### config.mk
export PLATFORM = sky130hd
export DESIGN_NAME = clk_div_ctrl
export DESIGN_NICKNAME = d
export VERILOG_FILES = /design/src/rtl/clk_div_pkg.sv /design/src/rtl/clk_div_ctrl.sv
export SDC_FILE = /design/constraint.sdc
export NUM_CORES = 1
export LEC_CHECK = 0
export BUFFER_PORTS_ARGS = -buffer_cell sky130_fd_sc_hd__buf_2
export CAP_MARGIN = 20
export CORE_ASPECT_RATIO = 1.25
export CORE_MARGIN = 1
export CORE_UTILIZATION = 58
export CTS_CLUSTER_DIAMETER = 30
export DETAILED_ROUTE_END_ITERATION = 10
export PLACE_DENSITY = 0.78
export SLEW_MARGIN = 30
export SYNTH_ARGS = -nofsm -noshare
export SYNTH_HDL_FRONTEND = slang
export SYNTH_SLANG_ARGS = --single-unit
### constraint.sdc
create_clock -name clk_i -period 5.14 [get_ports clk_i]
set_input_delay 0.257 -clock clk_i [delete_from_list [all_inputs] [get_ports clk_i]]
set_output_delay 0.257 -clock clk_i [all_outputs]
set_load 0.1 [all_outputs]
### src/rtl/clk_div_pkg.sv
// rtl/clk_div_pkg.sv - shared types and helpers for the programmable clock divider
package clk_div_pkg;

    typedef enum logic [1:0] {
        IDLE  = 2'd0,
        RUN   = 2'd1,
        DRAIN = 2'd2
    } clk_div_state_e;

    localparam int MIN_DIV = 2;

    // Ratios 0 and 1 cannot form a two-phase clock, so they run as the minimum ratio
    function automatic logic [31:0] eff_div(input logic [31:0] n);
        return (n < 32'(MIN_DIV)) ? 32'(MIN_DIV) : n;
    endfunction

endpackage

### src/rtl/clk_div_ctrl.sv
// rtl/clk_div_ctrl.sv - programmable integer clock divider with glitch-free ratio change and start/stop
module clk_div_ctrl
    import clk_div_pkg::*;
#(
    parameter int CNT_W   = 8,
    parameter int DEF_DIV = 2
) (
    input  logic             clk_i,
    input  logic             rst_i,
    input  logic             en_i,
    input  logic [CNT_W-1:0] div_i,
    input  logic             div_valid_i,
    output logic             div_ready_o,
    output logic             clk_o,
    output logic             tick_o,
    output logic             busy_o
);

    clk_div_state_e   r_state;
    logic [CNT_W-1:0] r_cnt;
    logic [CNT_W-1:0] r_ratio;
    logic [CNT_W-1:0] r_pend;
    logic             r_pend_vld;
    logic             r_ready;
    logic             r_clk;
    logic             r_tick;
    logic             r_busy;

    clk_div_state_e   w_state_nxt;
    logic [CNT_W-1:0] w_cnt_nxt;
    logic [CNT_W-1:0] w_ne_cur;
    logic [CNT_W-1:0] w_ne_nxt;
    logic [CNT_W-1:0] w_ratio_nxt;
    logic             w_wrap;
    logic             w_accept;
    logic             w_apply;
    logic             w_run_nxt;
    logic             w_clk_nxt;
    logic             w_tick_nxt;

    assign w_ne_cur    = CNT_W'(eff_div(32'(r_ratio)));
    // Wrap only exists while a period is in flight; IDLE holds cnt at 0
    assign w_wrap      = (r_state != IDLE) && (r_cnt == (w_ne_cur - CNT_W'(1)));
    assign w_accept    = div_valid_i && r_ready;
    // A pending ratio lands only on a period boundary, or at once when no period is running
    assign w_apply     = r_pend_vld && ((r_state == IDLE) || w_wrap);
    assign w_ratio_nxt = w_apply ? r_pend : r_ratio;
    assign w_ne_nxt    = CNT_W'(eff_div(32'(w_ratio_nxt)));

    // Next-state, next count and next registered outputs
    always_comb begin
        w_state_nxt = r_state;
        w_cnt_nxt   = '0;
        case (r_state)
            IDLE: begin
                w_cnt_nxt   = '0;
                w_state_nxt = en_i ? RUN : IDLE;
            end
            RUN, DRAIN: begin
                w_cnt_nxt = w_wrap ? '0 : (r_cnt + CNT_W'(1));
                if (w_wrap) begin
                    w_state_nxt = en_i ? RUN : IDLE;
                end else begin
                    w_state_nxt = en_i ? RUN : DRAIN;
                end
            end
            default: begin
                w_cnt_nxt   = '0;
                w_state_nxt = IDLE;
            end
        endcase
        w_run_nxt  = (w_state_nxt != IDLE);
        w_clk_nxt  = w_run_nxt && (w_cnt_nxt < (w_ne_nxt >> 1));
        w_tick_nxt = w_run_nxt && (w_cnt_nxt == '0);
    end

    // State, counter and clock outputs, all registered so clk_o is glitch-free
    always_ff @(posedge clk_i) begin
        if (rst_i) begin
            r_state <= IDLE;
            r_cnt   <= '0;
            r_ratio <= CNT_W'(DEF_DIV);
            r_clk   <= 1'b0;
            r_tick  <= 1'b0;
            r_busy  <= 1'b0;
        end else begin
            r_state <= w_state_nxt;
            r_cnt   <= w_cnt_nxt;
            r_ratio <= w_ratio_nxt;
            r_clk   <= w_clk_nxt;
            r_tick  <= w_tick_nxt;
            r_busy  <= w_run_nxt;
        end
    end

    // Ratio handshake: one-deep pending register, ready drops while it is occupied
    always_ff @(posedge clk_i) begin
        if (rst_i) begin
            r_pend     <= '0;
            r_pend_vld <= 1'b0;
            r_ready    <= 1'b1;
        end else begin
            if (w_accept) begin
                r_pend     <= div_i;
                r_pend_vld <= 1'b1;
                r_ready    <= 1'b0;
            end else if (w_apply) begin
                r_pend_vld <= 1'b0;
                r_ready    <= 1'b1;
            end
        end
    end

    assign div_ready_o = r_ready;
    assign clk_o       = r_clk;
    assign tick_o      = r_tick;
    assign busy_o      = r_busy;

endmodule
==> impl_metrics.toml <==
[run_status]
status = "finished, final reports clean"

[placed_design]
routabilityCongestion = 0.8914
hpwlAfterDp_um = 2826
place_ws_ns = 0.9115
portBuffers = 15
place_inst = 242

[worst_setup_path]
cp.required_ns = 5.38
crit_type = "flip-flop to flip-flop"
worstSetupEndpointType = "flip-flop"
crit_start = "r_ratio[3]"
r2r-start = "r_ratio[3]"
crit_fanout = 13
startpoint_type = "flip-flop"
crit_arrival_ns = 4.54

[logic_synthesis]
yosys_warnings = 0
synth_edf_count = 0
postSynthAreaPerCell_um2 = 8.535
postSynthCellCount = 202
ys_ff_latch = 31
ys.flop_type = "dfxtp_1"
async_reset_ff_share_pct = 0
syn_area_um2 = 1724
synth_nets = 224
ys_types = 47
yosysSeqAreaShare_pct = 35.99

[route]
viasPerCell = 5.892
ant_nets = 0
dr.pass1.iters = 4
routedWlPerCell_um = 15.32
drc = 0
vias = 1473
wl_met1_um = 1565
drtIter0Drc = 89
dr.max_layer_used = "met4"
routed-wl-met3_um = 149
met2WireLength_um = 2015
wl_um = 3831

[cts]
htreeDepth = 2
clkTransAtPathRegs_ns = 0.10
post-cts-setup-buffers = 0
cts_tree = "built"
cts_hold_buf = 0
cts_num_sinks = 31
cts.path.max_buffers = 2
cts_resized = 0
cts_made_buffers = 5
cts_root_buffer = "clkbuf_4"
clk_latency_ns = 0.34

[finish]
regArea_um2 = 620.6
final_common_cell = "dfxtp_1"
drive_above_1_share_pct = 15.74
fin_cells = 250
mostFrequentLayoutCells = "31 x dfxtp_1, 25 x nor2_1, 20 x nand2_1, 15 x buf_2, 14 x a21oi_1"
nFillCells = 244
utilization_pct = 68.25
multi_input_area_um2 = 1028
nNetsFinal = 237
num_antenna_cells = 0
area_growth_pct = 9.216

[global_route]
grt_max_degree = 24
first_global_vias = 1400
grt_pass1_wl_um = 6368
antenna_found_initial = 0
track_usage_pct = 27.11
grt_overflow = 0

[floorplanning]
core_region_area_um2 = 2759
start_util_pct = 62.49
die_w_um = 50.77
io_pins = 16
die_area_um2 = 3196
row_count = 21
die_y_um = 62.96

[power_and_ir_drop]
p_per_area_nw_per_um2 = 310.5
p_seq_share_pct = 45.0
p_clk_share_pct = 34.6
leakage_nw = 0.7387
power.share.switching_pct = 30.45
pwr-share-comb_pct = 20.4
p_int_mw = 0.4067
p_sw_mw = 0.1781
ir_worst_vdd_uv = 272.1

[flow_run]
maxCapViolCount = 0

[min_path]
hold_class = "primary input to flip-flop"
min_from = "div_i[7]"

[timing]
period_needed_ns = 4.303
slew_headroom_pct = 41.52
fin_tns_setup_ns = 0
finalHoldViolations = 0
tightest_slew_ns = 0.8719
timing.final.crit_share_pct = 83.72
worst_slack_ns = 0.8369
whs_ns = 0.1402
finalMaxSlewViolations = 0
max_freq_mhz = 232.4
rsz0062_at_grt = "false"
fin_skew_ns = 0.01254
finalSetupViolCount = 0
synthesized netlist by cell type (3+ instances only):
master / instances / area (µm²)
nor2b_1: 4 / 25.02
inv_1: 6 / 22.52
nand3_1: 8 / 40.04
dfxtp_1: 31 / 620.6
nand2_1: 20 / 75.07
nor3_1: 8 / 40.04
ha_1: 10 / 125.1
a21oi_1: 14 / 70.07
nor2_1: 25 / 93.84
xnor2_1: 11 / 96.34
clkbuf_1: 5 / 18.77
buf_2: 3 / 15.01
mux2i_1: 8 / 80.08
o21ai_1: 3 / 15.01
o2111ai_1: 3 / 26.28
xor2_1: 6 / 52.55
path summary, 6_finish.rpt:
path / endpoint / slack (ns) / depth (start not counted)
worst max-delay path: clk_o / 0.84 / 16
worst min-delay path: r_pend[7] / 0.14 / 3
worst max register to register: clk_o / 0.84 / 16
worst min register to register: r_pend[3] / 0.48 / 2
power groups by stage:
| stage | Sequential, mW | Combinational, mW | Clock, mW |
|---|---|---|---|
| floorplan | 0.292 | 0.0739 | 0 |
| global placement | 0.268 | 0.116 | 0 |
| detailed placement | 0.268 | 0.119 | 0 |
| CTS | 0.263 | 0.120 | 0.205 |
| global route | 0.265 | 0.130 | 0.216 |
| finish | 0.263 | 0.119 | 0.202 |
sequential cells by signal (all words and copies together), names as in the netlist, 2 cells and up, named ones only:
name,flops
r_pend,8
r_state,2
r_cnt,8
r_ratio,7
worst max-delay path: stages (launching register included):
cell and delay, ns:
dfxtp_1 0.38, or4_1 0.67, nor3_1 0.27, nor2_1 0.07, ha_1 0.22, nor3b_1 0.17
xnor2_1 0.15, nor3_1 0.17, o211ai_2 0.16, o31ai_2 0.76, nor2_1 0.13, ha_1 0.35
o211ai_1 0.09, a21boi_0 0.19, o2111ai_1 0.16, a31oi_2 0.20, nor3_2 0.06
kinds of logic (layout without fill, tap and decap cells):
group	after synthesis	after routing	share of synthesized area, %
mux	9	9	5.298
xor+xnor	17	17	8.636
buf+inv	16	30	4.354
flops	31	31	35.99
compound gates	38	38	16.04
simple gates	81	81	22.43
fa+ha+maj	10	10	7.257
layout make-up:
| type | instances | area share, % |
|---|---|---|
| inverter | 6 | 1.196 |
| clock inverter | 2 | 1.860 |
| timing repair buffer | 16 | 4.385 |
| sequential | 31 | 32.96 |
| clock buffer | 6 | 2.724 |
| tap | 34 | 2.259 |
| multi-input combinational | 155 | 54.62 |
per-layer routing:
layer	GRT usage [%]	up-vias
li1	-	733
met1	28.74	692
met5	0	-
met4	11.46	0
met3	7.299	11
met2	48.83	37
stage by stage:
stage,instance area (µm²),power [mW]
after floorplan,1724,0.3658
after global placement,1797,0.3837
after detailed placement,1797,0.3870
after CTS,1883,0.5870
after global routing,1883,0.6109
final,1883,0.5847
Power figures use the tool's default switching activity.
